File: src/rtl/audio_decimator_pkg.sv
// Shared types, constants and saturation helpers for the audio decimation front end.
package audio_pkg;

  typedef logic signed [7:0] audio_sample_t;

  localparam logic [11:0]        ADC_MIDSCALE = 12'd2048;
  localparam logic signed [20:0] SAT_MAX      = 21'sd127;
  localparam logic signed [20:0] SAT_MIN      = -21'sd128;

  typedef enum logic {
    INIT = 1'b0,
    RUN  = 1'b1
  } decim_state_t;

  function automatic logic is_clipped(input logic signed [20:0] value);
    return (value > SAT_MAX) || (value < SAT_MIN);
  endfunction

  function automatic audio_sample_t saturate(input logic signed [20:0] value);
    audio_sample_t result;
    if (value > SAT_MAX) begin
      result = 8'sh7F;
    end else if (value < SAT_MIN) begin
      result = 8'sh80;
    end else begin
      result = value[7:0];
    end
    return result;
  endfunction

endpackage

File: src/rtl/audio_decimator_dc_blocker.sv
// First-order DC tracker: the first block after reset seeds the estimate, and
// every later block emits its offset from the estimate, then nudges the estimate.
module dc_blocker #(
  parameter int DC_SHIFT = 4
) (
  input  logic        clk_in,
  input  logic        rst_in,
  input  logic [12:0] avg_in,
  input  logic        avg_valid_in,
  output logic [13:0] centered_out,
  output logic        centered_valid_out
);
  import audio_pkg::*;

  decim_state_t       state_r;
  decim_state_t       next_state_s;
  logic signed [12:0] dc_r;
  logic signed [12:0] dc_next_s;
  logic signed [12:0] avg_s;
  logic signed [13:0] diff_s;
  logic signed [13:0] step_s;
  logic signed [13:0] centered_r;
  logic               centered_valid_r;
  logic               load_dc_s;
  logic               emit_s;

  // Next-state decode and tracker arithmetic (diff uses the pre-update estimate)
  always_comb begin
    next_state_s = state_r;
    load_dc_s    = 1'b0;
    emit_s       = 1'b0;
    avg_s        = $signed(avg_in);
    diff_s       = {avg_s[12], avg_s} - {dc_r[12], dc_r};
    step_s       = diff_s >>> DC_SHIFT;
    dc_next_s    = dc_r + step_s[12:0];
    case (state_r)
      INIT: begin
        if (avg_valid_in) begin
          next_state_s = RUN;
          load_dc_s    = 1'b1;
        end else begin
          next_state_s = INIT;
        end
      end
      RUN: begin
        next_state_s = RUN;
        emit_s       = avg_valid_in;
      end
      default: begin
        next_state_s = INIT;
      end
    endcase
  end

  // State register; only reset returns the tracker to INIT
  always_ff @(posedge clk_in or negedge rst_in) begin
    if (!rst_in) begin
      state_r <= INIT;
    end else begin
      state_r <= next_state_s;
    end
  end

  // DC estimate and centered-sample registers
  always_ff @(posedge clk_in or negedge rst_in) begin
    if (!rst_in) begin
      dc_r             <= '0;
      centered_r       <= '0;
      centered_valid_r <= 1'b0;
    end else begin
      centered_valid_r <= emit_s;
      if (load_dc_s) begin
        dc_r <= avg_s;
      end else if (emit_s) begin
        dc_r       <= dc_next_s;
        centered_r <= diff_s;
      end
    end
  end

  assign centered_out       = centered_r;
  assign centered_valid_out = centered_valid_r;

endmodule

File: src/rtl/audio_decimator.sv
// ADC conditioning front end: boxcar decimation, DC removal, power-of-two gain
// and saturation to signed 8-bit with a sticky clip flag.
module audio_decimator #(
  parameter int DECIM      = 8,
  parameter int LOG2_DECIM = 3,
  parameter int DC_SHIFT   = 4
) (
  input  logic        clk_in,
  input  logic        rst_in,
  input  logic [11:0] sample_in,
  input  logic        sample_valid_in,
  input  logic [2:0]  gain_in,
  input  logic        mute_in,
  input  logic        clip_clear_in,
  output logic [7:0]  audio_out,
  output logic        audio_valid_out,
  output logic        clip_out
);
  import audio_pkg::*;

  localparam int                    ACC_W     = 12 + LOG2_DECIM;
  localparam int                    GAIN_FRAC = 4;
  localparam logic [LOG2_DECIM-1:0] LAST_CNT  = LOG2_DECIM'(DECIM - 1);

  logic [ACC_W-1:0]      acc_r;
  logic [ACC_W-1:0]      sum_s;
  logic [LOG2_DECIM-1:0] cnt_r;
  logic                  block_done_s;
  logic signed [12:0]    avg_s;
  logic signed [12:0]    avg_r;
  logic                  avg_valid_r;
  logic [13:0]           centered_s;
  logic                  centered_valid_s;
  logic signed [20:0]    centered_ext_s;
  logic signed [20:0]    shifted_s;
  logic signed [20:0]    scaled_s;
  logic                  clip_hit_s;
  audio_sample_t         audio_r;
  logic                  audio_valid_r;
  logic                  clip_r;

  // Running block sum including the sample presented this cycle
  always_comb begin
    sum_s = acc_r + ACC_W'(sample_in);
    if (sample_valid_in && (cnt_r == LAST_CNT)) begin
      block_done_s = 1'b1;
    end else begin
      block_done_s = 1'b0;
    end
    avg_s = $signed({1'b0, sum_s[ACC_W-1:LOG2_DECIM]}) - $signed({1'b0, ADC_MIDSCALE});
  end

  // Block accumulator and sample counter; a reset mid-block drops the partial sum
  always_ff @(posedge clk_in or negedge rst_in) begin
    if (!rst_in) begin
      acc_r <= '0;
      cnt_r <= '0;
    end else if (block_done_s) begin
      acc_r <= '0;
      cnt_r <= '0;
    end else if (sample_valid_in) begin
      acc_r <= sum_s;
      cnt_r <= cnt_r + LOG2_DECIM'(1);
    end
  end

  // Stage 1: block average re-centred on mid-scale
  always_ff @(posedge clk_in or negedge rst_in) begin
    if (!rst_in) begin
      avg_r       <= '0;
      avg_valid_r <= 1'b0;
    end else begin
      avg_valid_r <= block_done_s;
      if (block_done_s) begin
        avg_r <= avg_s;
      end
    end
  end

  dc_blocker #(
    .DC_SHIFT(DC_SHIFT)
  ) u_dc_blocker (
    .clk_in            (clk_in),
    .rst_in            (rst_in),
    .avg_in            (avg_r),
    .avg_valid_in      (avg_valid_r),
    .centered_out      (centered_s),
    .centered_valid_out(centered_valid_s)
  );

  // Stage 2 arithmetic: gain applied as <<gain then >>4, so gain 4 is unity
  always_comb begin
    centered_ext_s = {{7{centered_s[13]}}, centered_s};
    shifted_s      = centered_ext_s <<< gain_in;
    scaled_s       = shifted_s >>> GAIN_FRAC;
    if (centered_valid_s) begin
      clip_hit_s = is_clipped(scaled_s);
    end else begin
      clip_hit_s = 1'b0;
    end
  end

  // Output register and sticky clip flag; a new saturation beats a clear
  always_ff @(posedge clk_in or negedge rst_in) begin
    if (!rst_in) begin
      audio_r       <= 8'sh00;
      audio_valid_r <= 1'b0;
      clip_r        <= 1'b0;
    end else begin
      audio_valid_r <= centered_valid_s;
      if (centered_valid_s) begin
        audio_r <= mute_in ? 8'sh00 : saturate(scaled_s);
      end
      if (clip_hit_s) begin
        clip_r <= 1'b1;
      end else if (clip_clear_in) begin
        clip_r <= 1'b0;
      end
    end
  end

  assign audio_out       = audio_r;
  assign audio_valid_out = audio_valid_r;
  assign clip_out        = clip_r;

endmodule

File: config.mk
export PLATFORM = sky130hd
export DESIGN_NAME = audio_decimator
export DESIGN_NICKNAME = d
export VERILOG_FILES = /design/src/rtl/audio_decimator_pkg.sv /design/src/rtl/audio_decimator_dc_blocker.sv /design/src/rtl/audio_decimator.sv
export SDC_FILE = /design/constraint.sdc
export NUM_CORES = 1
export LEC_CHECK = 0
export BUFFER_PORTS_ARGS = -buffer_cell sky130_fd_sc_hd__buf_2
export CAP_MARGIN = 20
export CORE_ASPECT_RATIO = 1.4
export CORE_MARGIN = 10
export CORE_UTILIZATION = 34
export CTS_BUF_LIST = sky130_fd_sc_hd__clkbuf_2 sky130_fd_sc_hd__clkbuf_4 sky130_fd_sc_hd__clkbuf_8
export CTS_CLUSTER_DIAMETER = 100
export CTS_CLUSTER_SIZE = 20
export DETAILED_ROUTE_END_ITERATION = 6
export GPL_TIMING_DRIVEN = 0
export MAX_ROUTING_LAYER = met4
export PLACE_DENSITY_LB_ADDON = 0.15
export SYNTH_ARGS = -nofsm -noshare
export SYNTH_HDL_FRONTEND = slang
export SYNTH_SLANG_ARGS = --single-unit
export TNS_END_PERCENT = 10
File: constraint.sdc
create_clock -name clk_in -period 3.1 [get_ports clk_in]
set_input_delay 0.155 -clock clk_in [delete_from_list [all_inputs] [get_ports clk_in]]
set_output_delay 0.155 -clock clk_in [all_outputs]
set_load 0.01 [all_outputs]
# Word level (Yosys, flattened, before mapping)
# Index checks and enable logic that the tools add are counted.
totals:
  regBits: 71
  in_bits: 20
  output_inout_bits: 10
  wordCells: 45
classes:
  addsub: 5
  n_lt_le_gt_ge: 2
  n_eq_ne: 1
  n_shift: 1
  muxes: 17
  n_bitwise: 2
  reduce_logical: 6
op_table:
  columns: ["cell", "n"]
  rows:
  - ["15-bit two-way mux", 2]
  - ["13-bit two-way mux", 2]
  - ["8-bit two-way mux", 3]
  - ["14-bit by 3-bit <<< shifter with 21-bit output", 1]
  - ["17-bit by 8-bit greater-than comparator with 1-bit output, second input constant", 1]
  - ["17-bit by 8-bit < comparator with 1-bit output, second input constant", 1]
  - ["15-bit by 12-bit adder with 15-bit output", 1]
  - ["13-bit by 13-bit subtractor with 14-bit output", 1]
  - ["13-bit adder", 1]
  - ["12-bit by 12-bit subtractor with 13-bit output, second input constant", 1]
  - ["1-bit two-way mux", 7]
  - ["3-bit two-way mux", 2]
  - ["2-bit nonzero test", 3]
  - ["3-bit by 1-bit adder with 3-bit output, second input constant", 1]
  - ["3-bit equality test, second input constant", 1]
  - ["1-bit inverter", 2]
  - ["1-bit one-hot mux with 2 select lines", 1]
  - ["2-bit AND reduction", 1]
  - ["1-bit logical AND", 1]
  - ["1-bit logical OR", 1]

# Logic depth before layout (Yosys ltp)
# Gate-level depths: netlist of the first run.
depth:
  ltp_word: 5
  mapped_depth: 18
  ltp_nobuf: 18

# Cells and area by module
# A second synthesis of the first run with hierarchy kept.
unflattened:
  hier_cells: 579
  area_unflattened_um2: 5308.8
by_module_without_submodules:
  columns: ["module", "n_inst", "cells_each", "area_each_um2", "seq_area_each_um2"]
  rows:
  - ["audio_decimator", 1, 306, 2914.0, 1026.0]
  - ["dc_blocker", 1, 273, 2394.8, 725.7]

# Worst setup path after synthesis of the first run
# No wires, ideal clock.
synth_path:
  path_type: "reg2reg"
  start: "reg avg_r[0]"
  end: "reg u_dc_blocker.dc_r[11]"
  setup_time_ns: 0.137
  arrival_ns: 3.244
  t_required_ns: 2.963
  path_slack_ns: -0.280
  stages_incl_launch_ff: 18
  n_path_buf: 0
  synth_period_minus_slack_ns: 3.380
  cell_sequence: "dfrtp_1 > inv_1 > ha_1 > fa_1 > nor2b_1 > o21ai_0 > a21boi_0 > nor3_1 > o211ai_1 > xnor2_1 > ha_1 > a21o_1 > a21o_1 > a211oi_1 > o21ai_0 > xor2_1 > mux2i_1 > a21oi_1"
synth_via:
  elab_chain_len: 4
synth_rtl:
  columns: ["item", "line_no", "text"]
  rows:
  - ["start, declared", "audio_decimator.sv:30", "logic signed [12:0] avg_r;"]
  - ["start signal, assigned", "audio_decimator.sv:75", "avg_r <= avg_s;"]
  - ["13-bit by 13-bit subtractor with 14-bit output", "audio_decimator_dc_blocker.sv:33", "diff_s = {avg_s[12], avg_s} - {dc_r[12], dc_r};"]
  - ["net u_dc_blocker.diff_s[12]", "audio_decimator_dc_blocker.sv:20", "logic signed [13:0] diff_s;"]
  - ["13-bit adder", "audio_decimator_dc_blocker.sv:35", "dc_next_s = dc_r + step_s[12:0];"]
  - ["13-bit two-way mux", "audio_decimator_dc_blocker.sv:74", "end else if (emit_s) begin"]
  - ["13-bit two-way mux", "audio_decimator_dc_blocker.sv:72", "if (load_dc_s) begin"]
  - ["end signal, assigned", "audio_decimator_dc_blocker.sv:73", "dc_r <= avg_s;"]
  - ["end signal, assigned", "audio_decimator_dc_blocker.sv:75", "dc_r <= dc_next_s;"]
  - ["end, declared", "audio_decimator_dc_blocker.sv:17", "logic signed [12:0] dc_r;"]
# The timed path passes the listed nets, and every way through them passes these cells. The select of a mux whose other input is x is not followed.
# A chain may end at the register's enable or synchronous reset.

# Worst setup path after layout of the first run
layout_path:
  start: "reg u_dc_blocker.dc_r[1]"
  end: "reg u_dc_blocker.dc_r[12]"
layout_via:
  elab_chain_len: 4
layout_rtl:
  columns: ["item", "line_no"]
  rows:
  - ["13-bit by 13-bit subtractor with 14-bit output", "audio_decimator_dc_blocker.sv:33"]
  - ["net u_dc_blocker.diff_s[11]", "audio_decimator_dc_blocker.sv:20"]
  - ["13-bit adder", "audio_decimator_dc_blocker.sv:35"]
  - ["13-bit two-way mux", "audio_decimator_dc_blocker.sv:74"]
  - ["13-bit two-way mux", "audio_decimator_dc_blocker.sv:72"]
# The timed path passes the listed nets, and every way through them passes these cells. The select of a mux whose other input is x is not followed.

==> results of run 1 <==
-- worst max-delay path: cells and delay by family (launching register included) --
| family | cells | cell delay (ns) |
|---|---|---|
| simple gates | 3 | 0.69 |
| xor+xnor | 2 | 0.43 |
| buf+inv | 1 | 0.08 |
| flops | 1 | 0.35 |
| fa+ha+maj | 2 | 0.60 |
| compound gates | 8 | 1.18 |
-- placed cells by master, fill, tap and decap left out, types with 9 or more instances in the layout --
master | netlist | routed
a21o_1 | 12 | 12
a21oi_1 | 32 | 29
buf_2 | 3 | 29
buf_4 | 0 | 18
clkbuf_1 | 17 | 16
clkbuf_8 | 0 | 9
dfrtp_1 | 70 | 70
ha_1 | 40 | 37
inv_1 | 40 | 40
mux2_2 | 15 | 15
mux2i_1 | 26 | 26
nand2_1 | 42 | 42
nand3_1 | 9 | 9
nor2_1 | 35 | 33
nor2b_1 | 11 | 10
o211ai_1 | 11 | 11
o21ai_0 | 40 | 34
o22ai_1 | 10 | 10
xnor2_1 | 17 | 16
xor2_1 | 15 | 14
-- layout make-up --
cell class                      instances  share of cell area [%]
Sequential cell                        70                    29.5
Multi-Input combinational cell        419                    53.1
Buffer                                 23                    1.96
Clock buffer                           10                    2.21
Inverter                               41                    2.59
Tap cell                              189                    3.98
Clock inverter                          5                    1.43
Timing Repair Buffer                   47                    5.27
-- stage by stage --
stage                     area, µm²  util, %  std cells  hold slack (ns)
after floorplan                5100        -        554           -0.141
after global placement         5470     37.5        770            0.338
after detailed placement       5500     37.7        771         -0.00315
after CTS                      5880     40.3        800            0.143
after global routing           5940     40.7        804            0.161
final                          5940     40.7        804            0.161
-- sequential cells by signal (all words and copies together) (netlist names) --
register and flops:
audio_out 8, audio_valid_out 1, u_dc_blocker.centered_out 14, acc_r 15
avg_r 12, u_dc_blocker.state_r 1, clip_out 1, u_dc_blocker.dc_r 13
avg_valid_r 1, cnt_r 3, u_dc_blocker.centered_valid_out 1
-- what timing repair did --
action	4_1_cts	5_1_grt
pin swaps	18	15
gates resized for setup	14	7
endpoints found under the setup margin	10	10
hold endpoints to repair	71	0
hold buffers	2	0
buffers inserted	13	4
-- routing by layer --
layer,vias up,share of wire [%],GRT usage [%]
met5,-,0,-
met4,0,2.5,5.84
met3,25,3.1,2.19
met2,81,55,24.8
met1,1988,39,13.1
li1,2115,-,-
-- cells by family after synthesis --
group | Yosys count | synth area share [%]
muxes | 44 | 9.33
AOI/OAI and AO/OA | 167 | 21.8
DFF | 70 | 34.5
buffers and inverters | 65 | 5.39
adders and majority gates | 43 | 11.0
and+or+nand+nor | 133 | 12.4
xor gates and xnor gates | 32 | 5.52
-- cell usage after synthesis, types with 6 or more instances --
cell type	n	share of area, %
xnor2_1	17	2.9
ha_1	40	9.9
nor2_1	35	2.6
mux2i_1	26	5.1
o211ai_1	11	1.6
nand3_1	9	0.89
nand2b_1	8	0.99
clkbuf_1	17	1.3
o22ai_1	10	1.2
a31o_2	6	1.0
xor2_1	15	2.6
a21oi_1	32	3.2
inv_1	40	3.0
a21o_1	12	1.8
a22o_1	8	1.4
o21ai_0	40	3.9
nand2_1	42	3.1
o21a_1	7	1.0
mux2_2	15	3.3
nor2b_1	11	1.4
dfrtp_1	70	34
-- path summary, 6_finish.rpt --
check / from / endpoint / slack, ns / cells after the start
max: u_dc_blocker.dc_r[1] / u_dc_blocker.dc_r[12] / -0.32 / 16
min: sample_in[0] / acc_r[0] / 0.16 / 3
max reg2reg: u_dc_blocker.dc_r[1] / u_dc_blocker.dc_r[12] / -0.32 / 16
min reg2reg: u_dc_blocker.centered_valid_out / audio_valid_out / 0.39 / 0
max in group asynchronous: rst_in / acc_r[2] / 2.37 / 3
min in group asynchronous: rst_in / audio_out[4] / 0.17 / 2
==> flow_metrics.env, run 1 <==
export IMPL_end_kind="register"
export IMPL_synth_warning_count=0
export IMPL_clk_latency_ns=0.36
export IMPL_finalMaxSlewViolations=0
export IMPL_timing_final_setup_violations=7
export IMPL_cp_required_ns=3.37
export IMPL_number_of_maximum_capacitance_violations=0
export IMPL_drtPass1Iterations=5
export IMPL_ff_latch_area_mm2=0.00175
export IMPL_cts_htree_levels=3
export IMPL_drive_above_1_share_pct=19.2
export IMPL_synth_edff_count=0
export IMPL_final_layout_net_count=674
export IMPL_wl_per_cell_um=15.5
export IMPL_floorplan_die_width_um=123
export IMPL_cts_made_buffers=9
export IMPL_netlist_instances=554
export IMPL_post_layout_min_period_ns=3.42
export IMPL_finalHoldViolations=0
export IMPL_ioPinCount=30
export IMPL_synth_flop_cell="dfrtp_1"
export IMPL_initial_utilization_pct=34.9
export IMPL_worstPathCellList="inv_1 > ha_1 > nor2b_1 > o21ai_2 > a21oi_2 > a31oi_2 > o21bai_1 > xor2_1 > ha_1 > o211ai_1 > o21ai_1 > nor2_2 > o21ai_1 > xnor2_1 > or3_1 > o2111ai_1"
export IMPL_fillerInstances=1498
export IMPL_detailed_place_hpwl_um=9810
export IMPL_dr_vias=4209
export IMPL_worst_path_max_fanout=3
export IMPL_postSynthNetCount=617
export IMPL_maxSlewHeadroom_pct=50.2
export IMPL_die_height_um=165
export IMPL_fp_row_count=52
export IMPL_antenna_found_initial=0
export IMPL_cp_slowest_stage_delay_ns=0.35
export IMPL_ys_seq_elements=70
export IMPL_finClkSkew_ns=0.0146
export IMPL_via_count_of_the_first_global_routing_pass=4436
export IMPL_routed_via_density=5.24
export IMPL_final_critical_path_setup_slack_ns=-0.316
export IMPL_clk_transition_reported_paths_ns=0.09
export IMPL_number_of_distinct_library_cell_variants_in_the_gate_level_netlist_after_synthesis=60
export IMPL_growth_of_design_area_from_synthesis_to_finish_pct=16.9
export IMPL_synthesis_area_mm2=0.00508
export IMPL_cts_sink_count=70
export IMPL_worstSetupPathType="register to register"
export IMPL_fin_setup_tns_ns=-1.48
export IMPL_run_status="finished, violations left"
export IMPL_maximum_number_of_pins_on_one_net_before_global_route_repair=63
export IMPL_postRouteAntennaNets=0
export IMPL_cts_tree="built"
export IMPL_core_mm2=0.0146
export IMPL_global_route_overflow_total=0
export IMPL_clockRootBuffer="clkbuf_8"
export IMPL_multiInputGateArea_mm2=0.00315
export IMPL_worstHoldPathType="input pin to register"
export IMPL_antennaDiodeCount=0
export IMPL_violations_in_the_final_reports="negative setup slack"
export IMPL_drt_iter0_drc=235
export IMPL_postSynth_asyncResetShare_pct=100
export IMPL_synth_seq_area_share_pct=34.5
export IMPL_clk_path_buf_depth=2
export IMPL_drc=0
export IMPL_rsz0062_at_grt="true"
export IMPL_wirelength_um=12500
export IMPL_worstPathArrival_ns=3.69
export IMPL_globalplace_congestion=0.859
export IMPL_clock_fmax_mhz=293
export IMPL_die_area_mm2=0.0203
export IMPL_worstMarginPinSlew_ns=0.746
export IMPL_buffer_ports_inserted=27
export IMPL_wire_length_of_the_first_global_routing_pass_um=21200
export IMPL_detailedPlace_worstSlack_ns=-0.692
export IMPL_startpoint_type="register"
export IMPL_crit_path_max_delay_cell_type="dfrtp_1"
export IMPL_avgSynthCellArea_um2=9.17
export IMPL_grt_usage_pct=13.3
export IMPL_layout_worst_path_cycle_share_pct=110
Power of run 1 is not shown: default switching activity piles up to over one toggle a cycle in this logic, so the estimate is an artifact.
==> inputs of run 2 (changes only) <==
--- a/config.mk
+++ b/config.mk
@@ -17,6 +17,7 @@
 export GPL_TIMING_DRIVEN = 0
 export MAX_ROUTING_LAYER = met4
 export PLACE_DENSITY_LB_ADDON = 0.15
+export REMOVE_ABC_BUFFERS = 1
 export SYNTH_ARGS = -nofsm -noshare
 export SYNTH_HDL_FRONTEND = slang
 export SYNTH_SLANG_ARGS = --single-unit
==> constraint.sdc (replaced) <==
create_clock -name clk_in -period 3.1 [get_ports clk_in]
set_input_delay 0.62 -clock clk_in [delete_from_list [all_inputs] [get_ports clk_in]]
set_output_delay 0.62 -clock clk_in [all_outputs]
set_load 0.01 [all_outputs]
==> flow_metrics.env, run 2 (same netlist as run 1, synthesis figures left out) <==
export IMPL_run_status="finished, violations left"
export IMPL_violations_in_the_final_reports="negative setup slack"
export IMPL_worstMarginPinSlew_ns=0.854
export IMPL_detailedPlace_worstSlack_ns=-1.02
export IMPL_final_layout_net_count=653
export IMPL_cts_sink_count=70
export IMPL_startpoint_type="register"
export IMPL_drive_above_1_share_pct=22.3
export IMPL_drtPass1Iterations=4
export IMPL_antenna_found_initial=0
export IMPL_timing_critical_path_buf_inv=0
export IMPL_antennaDiodeCount=0
export IMPL_floorplan_die_width_um=123
export IMPL_clockRootBuffer="clkbuf_8"
export IMPL_cts_made_buffers=9
export IMPL_detailed_place_hpwl_um=9240
export IMPL_initial_utilization_pct=34.9
export IMPL_number_of_maximum_capacitance_violations=0
export IMPL_grt_usage_pct=13.0
export IMPL_via_count_of_the_first_global_routing_pass=4313
export IMPL_clk_latency_ns=0.35
export IMPL_number_of_flip_flops_in_the_largest_register=15
export IMPL_dr_vias=4150
export IMPL_finalMaxSlewViolations=0
export IMPL_most_common_layout_cells="70 x dfrtp_1, 42 x nand2_1, 39 x inv_1"
export IMPL_postRouteAntennaNets=0
export IMPL_buffer_ports_inserted=29
export IMPL_cts_htree_levels=3
export IMPL_wirelength_um=12500
export IMPL_globalplace_congestion=0.869
export IMPL_clock_fmax_mhz=282
export IMPL_end_kind="register"
export IMPL_maximum_number_of_pins_on_one_net_before_global_route_repair=63
export IMPL_core_mm2=0.0146
export IMPL_postLayoutCoreUtil_pct=40.6
export IMPL_worst_path_dominant_cell_family="compound AO/OA/AOI/OAI gates"
export IMPL_critical_path_cell_count=16
export IMPL_ioPinCount=30
export IMPL_fp_row_count=52
export IMPL_rsz0062_at_grt="true"
export IMPL_worstPathCellList="ha_2 > fa_2 > nor2b_2 > o21ai_2 > a21boi_2 > nor3_2 > o2111ai_1 > xor2_1 > ha_1 > o211ai_1 > o21ai_1 > nor2_2 > o21bai_1 > a21oi_2 > mux2i_1 > a221o_1"
export IMPL_fillerInstances=1479
export IMPL_maxSlewHeadroom_pct=43.1
export IMPL_worstHoldPathType="input pin to async pin"
export IMPL_drt_iter0_drc=148
export IMPL_clk_transition_reported_paths_ns=0.08
export IMPL_post_layout_min_period_ns=3.55
export IMPL_r2r_cell_count=16
export IMPL_layout_commonest_cell="dfrtp_1"
export IMPL_worst_path_max_fanout=3
export IMPL_worstPathArrival_ns=3.79
export IMPL_cts_hold_fix_buffers=0
export IMPL_crit_path_max_delay_cell_type="dfrtp_1"
export IMPL_cp_required_ns=3.34
export IMPL_timing_final_setup_violations=7
export IMPL_r2r_slack_ns=-0.45
export IMPL_routed_via_density=5.31
export IMPL_growth_of_design_area_from_synthesis_to_finish_pct=16.6
export IMPL_clk_path_buf_depth=2
export IMPL_layout_worst_path_cycle_share_pct=114
export IMPL_drc=0
export IMPL_global_route_overflow_total=0
export IMPL_die_height_um=165
export IMPL_largest_register="acc_r"
export IMPL_cts_tree="built"
export IMPL_finalHoldViolations=0
export IMPL_wl_per_cell_um=15.9
export IMPL_final_critical_path_setup_slack_ns=-0.446
export IMPL_finClkSkew_ns=0.0110
export IMPL_cp_slowest_stage_delay_ns=0.39
export IMPL_worstSetupPathType="register to register"
export IMPL_wire_length_of_the_first_global_routing_pass_um=20700
export IMPL_die_area_mm2=0.0203
## run 2: changes by cell type in the layout (fill, tap and decap cells not counted), sizes merged
| cell | change |
|---|---|
| dlygate4sd3 | -2 |
| bufinv | -2 |
| buf | -3 |
| clkinvlp | +1 |
| clkbuf | -16 |
## run 2: path summary, 6_finish.rpt
| kind | start | endpoint |
|---|---|---|
| worst max-delay path | u_dc_blocker.dc_r[0] | u_dc_blocker.dc_r[10] |
| worst min-delay path | rst_in | audio_out[2] |
| worst max register to register | u_dc_blocker.dc_r[0] | u_dc_blocker.dc_r[10] |
| worst min register to register | u_dc_blocker.centered_valid_out | audio_valid_out |
| max in group asynchronous | rst_in | acc_r[10] |
| min in group clk_in | u_dc_blocker.centered_valid_out | audio_valid_out |
## run 2: cell type report
| type | count | area [µm²] | share of cell area (%) |
|---|---|---|---|
| Multi-Input combinational cell | 419 | 3290 | 55.6 |
| Sequential cell | 70 | 1750 | 29.6 |
| Timing Repair Buffer | 49 | 322 | 5.43 |
| Tap cell | 189 | 236 | 3.99 |
| Inverter | 41 | 154 | 2.60 |
| Clock buffer | 10 | 138 | 2.32 |
| Clock inverter | 4 | 25.0 | 0.423 |
## run 2: repair_timing
action                                  4_1_cts  5_1_grt
buffers inserted                             16        3
pin swaps                                    21       16
endpoints found under the hold margin         0        0
endpoints found under the setup margin       10       12
resized for setup                            40       18
## run 2: worst register-to-register path: stages (launching register included)
cell and delay, ns:
dfrtp_1 0.39, ha_2 0.19, fa_2 0.36, nor2b_2 0.13, o21ai_2 0.08, a21boi_2 0.21, nor3_2 0.09, o2111ai_1 0.22
xor2_1 0.29, ha_1 0.30, o211ai_1 0.16, o21ai_1 0.14, nor2_2 0.25, o21bai_1 0.13, a21oi_2 0.15, mux2i_1 0.09
a221o_1 0.26
## run 2: stage by stage
stage	setup TNS (ns)	instances	area [µm²]	hold WS, ns
2_1_floorplan	-0.854	530	4960	0.324
3_3_place_gp	-5.85	748	5340	0.371
3_5_place_dp	-6.24	749	5370	0.370
4_1_cts	-1.88	779	5820	0.0764
5_1_grt	-4.00	782	5920	0.0759
6_report	-2.02	782	5920	0.0853
## run 2: per-layer routing
metal	share of wire (%)	up-vias	wire length, µm	track usage, %
li1	-	2057	-	-
met1	41	1996	5110	13.4
met2	53	74	6560	23.3
met3	3.6	23	454	2.84
met4	2.6	0	329	5.57
met5	0	-	0	-
Power of run 2 is left out for the same reason.
